File: src/rtl/spi_bus_arbiter_if.sv
// rtl/spi_bus_arbiter_if.sv - SPI bus signals shared between the arbiter and one slave
interface spi_bus_arbiter_if;
   logic spi_sclk;
   logic spi_mosi;
   logic spi_miso;
   logic spi_cs_n;

   modport master (
      output spi_sclk,
      output spi_mosi,
      output spi_cs_n,
      input  spi_miso
   );

   modport slave (
      input  spi_sclk,
      input  spi_mosi,
      input  spi_cs_n,
      output spi_miso
   );
endinterface

File: src/rtl/spi_bus_arbiter.sv
// rtl/spi_bus_arbiter.sv - round-robin arbiter sequencing SPI mode 0 word transfers
module spi_bus_arbiter #(
   parameter int NUM_REQ = 2,
   parameter int DATA_W  = 8,
   parameter int CLK_DIV = 4,
   localparam int ID_W   = (NUM_REQ > 1) ? $clog2(NUM_REQ) : 1
) (
   input  logic                      clk,
   input  logic                      rst,
   input  logic [NUM_REQ-1:0]        req_valid,
   output logic [NUM_REQ-1:0]        req_ready,
   input  logic [NUM_REQ*DATA_W-1:0] req_data,
   output logic                      rsp_valid,
   output logic [DATA_W-1:0]         rsp_data,
   output logic [ID_W-1:0]           rsp_id,
   output logic                      busy,
   spi_bus_arbiter_if.master         spi
);

   localparam int CNT_W = (CLK_DIV > 1) ? $clog2(CLK_DIV) : 1;
   localparam int BIT_W = $clog2(DATA_W);
   localparam logic [CNT_W-1:0] HALF_LAST = CNT_W'(CLK_DIV - 1);
   localparam logic [BIT_W-1:0] BIT_LAST  = BIT_W'(DATA_W - 1);

   typedef enum logic [2:0] {
      IDLE,
      SETUP,
      SHIFT,
      HOLD,
      GAP
   } state_t;

   state_t state;
   state_t state_next;

   logic [CNT_W-1:0]  half_cnt;
   logic [BIT_W-1:0]  bit_cnt;
   // Holds only the bits still to be sent; the current bit already sits in mosi.
   logic [DATA_W-2:0] tx_sr;
   logic [DATA_W-1:0] rx_sr;
   logic [ID_W-1:0]   id_q;
   logic [ID_W-1:0]   last;
   logic              sclk;
   logic              mosi;
   logic              cs_n;

   logic              grant_any;
   logic              hi_found;
   logic [ID_W-1:0]   hi_idx;
   logic [ID_W-1:0]   lo_idx;
   logic [ID_W-1:0]   grant_idx;
   logic [DATA_W-1:0] grant_data;
   logic              half_done;
   logic              last_bit;

   assign spi.spi_sclk = sclk;
   assign spi.spi_mosi = mosi;
   assign spi.spi_cs_n = cs_n;

   assign half_done = (half_cnt == HALF_LAST);
   assign last_bit  = (bit_cnt == BIT_LAST);
   assign busy      = (state != IDLE);

   // Round robin: the lowest valid index above last wins, else the lowest valid overall.
   always_comb begin
      grant_any = 1'b0;
      hi_found  = 1'b0;
      hi_idx    = '0;
      lo_idx    = '0;
      for (int i = NUM_REQ - 1; i >= 0; i--) begin
         if (req_valid[i]) begin
            grant_any = 1'b1;
            lo_idx    = ID_W'(i);
            if (ID_W'(i) > last) begin
               hi_found = 1'b1;
               hi_idx   = ID_W'(i);
            end
         end
      end
      grant_idx = hi_found ? hi_idx : lo_idx;
   end

   always_comb begin
      grant_data = '0;
      for (int i = 0; i < NUM_REQ; i++) begin
         if (grant_idx == ID_W'(i)) begin
            grant_data = req_data[i*DATA_W +: DATA_W];
         end
      end
   end

   always_comb begin
      state_next = state;
      req_ready  = '0;
      case (state)
         IDLE: begin
            if (grant_any) begin
               req_ready  = NUM_REQ'(1) << grant_idx;
               state_next = SETUP;
            end
         end
         SETUP: if (half_done) state_next = SHIFT;
         SHIFT: if (half_done && !sclk && last_bit) state_next = HOLD;
         HOLD:  if (half_done) state_next = GAP;
         GAP:   if (half_done) state_next = IDLE;
         default: state_next = IDLE;
      endcase
   end

   always_ff @(posedge clk) begin
      if (rst) begin
         state     <= IDLE;
         half_cnt  <= '0;
         bit_cnt   <= '0;
         tx_sr     <= '0;
         rx_sr     <= '0;
         id_q      <= '0;
         last      <= ID_W'(NUM_REQ - 1);
         sclk      <= 1'b0;
         mosi      <= 1'b0;
         cs_n      <= 1'b1;
         rsp_valid <= 1'b0;
         rsp_data  <= '0;
         rsp_id    <= '0;
      end else begin
         state     <= state_next;
         rsp_valid <= 1'b0;
         half_cnt  <= half_done ? '0 : half_cnt + 1'b1;
         case (state)
            IDLE: begin
               half_cnt <= '0;
               if (grant_any) begin
                  tx_sr   <= grant_data[DATA_W-2:0];
                  mosi    <= grant_data[DATA_W-1];
                  rx_sr   <= '0;
                  id_q    <= grant_idx;
                  last    <= grant_idx;
                  cs_n    <= 1'b0;
                  bit_cnt <= '0;
               end
            end
            SETUP: begin
               if (half_done) sclk <= 1'b1;
            end
            SHIFT: begin
               if (half_done) begin
                  if (sclk) begin
                     rx_sr <= {rx_sr[DATA_W-2:0], spi.spi_miso};
                     sclk  <= 1'b0;
                     // After the final bit mosi keeps presenting the LSB.
                     if (!last_bit) begin
                        mosi  <= tx_sr[DATA_W-2];
                        tx_sr <= tx_sr << 1;
                     end
                  end else if (!last_bit) begin
                     sclk    <= 1'b1;
                     bit_cnt <= bit_cnt + 1'b1;
                  end
               end
            end
            HOLD: begin
               if (half_done) begin
                  cs_n      <= 1'b1;
                  mosi      <= 1'b0;
                  rsp_valid <= 1'b1;
                  rsp_data  <= rx_sr;
                  rsp_id    <= id_q;
               end
            end
            default: ;
         endcase
      end
   end

endmodule
File: src/flat_wrapper.sv
// flat-port wrapper written by rule: the top's interface ports become plain ports
module spi_bus_arbiter_flat 
#(
   parameter int NUM_REQ = 2,
   parameter int DATA_W  = 8,
   parameter int CLK_DIV = 4,
   localparam int ID_W   = (NUM_REQ > 1) ? $clog2(NUM_REQ) : 1
)
  (clk, rst, req_valid, req_ready, req_data, rsp_valid, rsp_data, rsp_id, busy, spi_spi_sclk, spi_spi_mosi, spi_spi_cs_n, spi_spi_miso);
  spi_bus_arbiter_if spi_i ();
  input  logic clk;
  input  logic rst;
  input  logic [NUM_REQ-1:0] req_valid;
  output logic [NUM_REQ-1:0] req_ready;
  input  logic [NUM_REQ*DATA_W-1:0] req_data;
  output logic rsp_valid;
  output logic [DATA_W-1:0] rsp_data;
  output logic [ID_W-1:0] rsp_id;
  output logic busy;
  output wire logic [$bits(spi_i.spi_sclk)-1:0] spi_spi_sclk;
  output wire logic [$bits(spi_i.spi_mosi)-1:0] spi_spi_mosi;
  output wire logic [$bits(spi_i.spi_cs_n)-1:0] spi_spi_cs_n;
  input wire logic [$bits(spi_i.spi_miso)-1:0] spi_spi_miso;
  assign spi_spi_sclk = spi_i.spi_sclk;
  assign spi_spi_mosi = spi_i.spi_mosi;
  assign spi_spi_cs_n = spi_i.spi_cs_n;
  assign spi_i.spi_miso = spi_spi_miso;
  spi_bus_arbiter #(.NUM_REQ(NUM_REQ), .DATA_W(DATA_W), .CLK_DIV(CLK_DIV)) u_core (.clk(clk), .rst(rst), .req_valid(req_valid), .req_ready(req_ready), .req_data(req_data), .rsp_valid(rsp_valid), .rsp_data(rsp_data), .rsp_id(rsp_id), .busy(busy), .spi(spi_i));
endmodule
File: config.mk
export PLATFORM = sky130hd
export DESIGN_NAME = spi_bus_arbiter_flat
export DESIGN_NICKNAME = d
export VERILOG_FILES = /design/src/rtl/spi_bus_arbiter_if.sv /design/src/rtl/spi_bus_arbiter.sv /design/src/flat_wrapper.sv
export SDC_FILE = /design/constraint.sdc
export NUM_CORES = 1
export LEC_CHECK = 0
export CAP_MARGIN = 20
export CORE_MARGIN = 2
export CORE_UTILIZATION = 41
export DETAILED_ROUTE_END_ITERATION = 6
export PLACE_DENSITY = 0.73
export SLEW_MARGIN = 20
export SYNTH_ARGS = -nofsm -noshare
export SYNTH_HDL_FRONTEND = slang
export SYNTH_SLANG_ARGS = --single-unit
File: constraint.sdc
create_clock -name clk -period 1.6 [get_ports clk]
set_input_delay 0.32 -clock clk [delete_from_list [all_inputs] [get_ports clk]]
set_output_delay 0.32 -clock clk [all_outputs]
set_load 0.005 [all_outputs]
==> flow_summary.ini <==
[status]
status = completed

[floorplan]
pin_count = 37
dieArea_um2 = 4720
die_h_um = 68.71
core_area_um2 = 4029
rows = 23
die_w_um = 68.71
start_util = 0.4261

[yosys]
ys_types = 41
synth_cells = 195
synth_fp_nets = 219
yosysSeqAreaShare = 0.4431
avgSynthCellArea_um2 = 8.803
ys_warn_count = 0
yosys_register_bits = 38
mappedNetlistArea_um2 = 1717

[sta]
finalHoldViolCount = 0
fmax_mhz = 637.8
setup_viol = 0
rsz0062_at_grt = yes
slew_headroom = 0.7373
worst_pin_slew_ns = 0.3941
fin_skew_ns = 0.003861
fin_crit_sh = 0.9800
maxSlewViolCount = 0
period_needed_ns = 1.568

[worst_setup_path]
r2r-start = u_core.bit_cnt[0]$_SDFFE_PP0P_
start_kind = flop
r2r_cells = 6
worstPathRequired_ns = 1.28
arrival_ns = 1.25
rrSetupSlack_ns = 0.04
path_cells = nor3_4, buf_4, o21ai_2, nor2_1, buf_2
reg2reg_to = u_core.tx_sr[3]$_SDFFE_PP0P_
critPathKind = reg -> out
crit_path_max_incr_delay_ns = 0.33
slowest_stage = dfxtp_2
crit_fanout = 3
endpoint_kind = primary output

[clock_network]
htreeDepth = 2
root_buffer = clkbuf_8
clk_pin_slew_ns = 0.07
cts_inserted_buffers = 5
cts_buffer_depth = 2
clkSinkCount = 38
clock_latency_ns = 0.28
cts_tree = built
cts_hold_buffers = 0

[detailed_routing]
firstDrtPassIters = 4
routedWlPerCell_um = 13.28
drc_errors = 0
ant_nets = 0
dr_total_vias = 1592
viasPerCell = 5.254
routed_wl_mm = 4.023
drt_iter0_drc = 110

[global_routing]
grt_pass1_wl_mm = 6.223
grtUsageTotal = 0.1741
antenna_found_initial = 0
grt_start_max_net_pins = 21
grt_pass1_vias = 1434
globalRouteOverflowTotal = 0

[finish]
final_common_cell = dfxtp_1
area.growth.synth_to_final_pct = 44.53
num_antenna_cells = 0
most-common-layout-cells = dfxtp_1 (32), clkdlybuf4s50_1 (31), a21oi_1 (30)
drive_gt1_frac = 0.2609
nets = 277
nFillCells = 353
fin_cells = 303

[hold_path]
worst_hold_path_type = reg -> reg
worstHoldStart = u_core.half_cnt[0]$_SDFF_PP0_
whs_path_depth = 1
hold_end = u_core.half_cnt[0]$_SDFF_PP0_

[power_and_ir_drop]
power_density_nw_per_um2 = 755.8
p_leak_uw = 0.0009023
power.total_uw = 1875
ir_worst_vdd_mv = 0.9848

[place]
port_buffers = 36
dp.cells = 292
hpwl_mm = 2.711
gp_congestion = 0.8200

[flow_run]
drv_cap = 0
[worst max path at each step]
stage / start / depth (start not counted) / slack (ns) / to
after floorplan: u_core.bit_cnt[0]$_SDFFE_PP0P_ / 6 / 0.13 / u_core.bit_cnt[0]$_SDFFE_PP0P_
after global placement: req_valid[0] / 5 / -0.38 / req_ready[0]
after detailed placement: req_valid[1] / 4 / -0.41 / req_ready[1]
after CTS: u_core.state[0]$_SDFFE_PP0P_ / 3 / -0.24 / req_ready[1]
after global routing: u_core.bit_cnt[0]$_SDFFE_PP0P_ / 6 / -0.05 / u_core.tx_sr[6]$_SDFFE_PP0P_
final: u_core.state[2]$_SDFFE_PP0P_ / 5 / 0.03 / req_ready[0]
[critical path: cells and delay by family (launching register included)]
family	cells	cell delay, ns
AO/OA/AOI/OAI	1	0.06
buffers and inverters	2	0.26
flip-flops	1	0.33
AND/OR/NAND/NOR	2	0.32
[area by class of cell]
cell class	instances	area (µm²)	share of cell area
sequential	38	768.2	0.3096
clock inverter	2	10.01	0.004034
multi-input combinational	142	978.4	0.3944
clock buffer	5	68.82	0.02774
timing repair buffer	63	581.8	0.2345
inverter	3	11.26	0.004539
tap	50	62.56	0.02521
[report_power, final]
group | switching (µW) | total [µW] | internal [µW]
Sequential | 16.7 | 990 | 973
Combinational | 120 | 281 | 161
Clock | 312 | 604 | 292
[flip-flops by register name, summed over array words and instances (netlist names)]
name / cells
u_core.half_cnt: 2
u_core.tx_sr: 7
u_core.last: 1
u_core.state: 3
u_core.bit_cnt: 3
u_core.spi.spi_mosi: 1
u_core.spi.spi_sclk: 1
u_core.spi.spi_cs_n: 1
u_core.rx_sr: 8
u_core.rsp_data: 8
u_core.rsp_valid: 1
u_core.id_q: 1
u_core.rsp_id: 1
[timing repair]
action	in CTS	in global routing
buffers inserted	3	4
pin swaps	2	10
resized for setup	13	25
gates cloned	0	0
endpoints found under the setup margin	10	22
[stage by stage]
| step | setup slack, ns | hold slack, ns | setup TNS, ns | util | area (µm²) |
|---|---|---|---|---|---|
| after floorplan | 0.1303 | 0.4080 | 0 | - | 1717 |
| after global placement | -0.3850 | 0.4134 | -5.524 | 0.5615 | 2262 |
| after detailed placement | -0.4052 | 0.4230 | -6.073 | 0.5615 | 2262 |
| after CTS | -0.2386 | 0.4330 | -0.5034 | 0.5910 | 2381 |
| after global routing | -0.05081 | 0.4579 | -0.2948 | 0.6158 | 2481 |
| final | 0.03202 | 0.4318 | 0 | 0.6158 | 2481 |
[metal layers]
| layer | vias to the layer above | wire, µm | GRT usage |
|---|---|---|---|
| met5 | - | 0 | 0 |
| met4 | 0 | 34 | 0.05637 |
| met3 | 5 | 273 | 0.05682 |
| met2 | 47 | 1927 | 0.2837 |
| met1 | 729 | 1788 | 0.2173 |
| li1 | 811 | - | - |
[cell usage after synthesis (all sizes together)]
cell | instances | area share
nor4b | 1 | 0.0051
a311oi | 1 | 0.0051
or2 | 1 | 0.0036
nor4 | 1 | 0.0036
and3 | 1 | 0.0036
inv | 3 | 0.0066
a22o | 1 | 0.0051
o221ai | 6 | 0.031
a32o | 1 | 0.0058
a21o | 1 | 0.0044
nand3b | 2 | 0.0087
nor2b | 3 | 0.011
o211ai | 1 | 0.0044
a21boi | 1 | 0.011
clkbuf | 5 | 0.011
xnor2 | 1 | 0.0051
ha | 3 | 0.022
dfxtp | 38 | 0.44
nor2 | 5 | 0.011
a31oi | 1 | 0.0036
mux2 | 7 | 0.046
o21ai | 10 | 0.029
and2 | 2 | 0.0073
nand2 | 29 | 0.063
a21oi | 34 | 0.10
a2111oi | 1 | 0.0051
nand4bb | 1 | 0.0066
nand4b | 1 | 0.0051
buf | 7 | 0.026
nand3 | 13 | 0.038
nand2b | 6 | 0.022
a222oi | 1 | 0.0058
nor3 | 4 | 0.028
o21bai | 2 | 0.011
[logic make-up (layout without fill, tap and decap cells)]
group | count (synthesis) | count (layout) | share of synthesized area
buffers and inverters | 15 | 73 | 0.04300
and+or+nand+nor | 70 | 70 | 0.2165
xor gates and xnor gates | 1 | 1 | 0.005103
muxes | 7 | 7 | 0.04592
DFF | 38 | 38 | 0.4431
AOI/OAI and AO/OA | 61 | 61 | 0.2245
adders and majority gates | 3 | 3 | 0.02187
No activity file was read; power rests on OpenSTA's default activity.
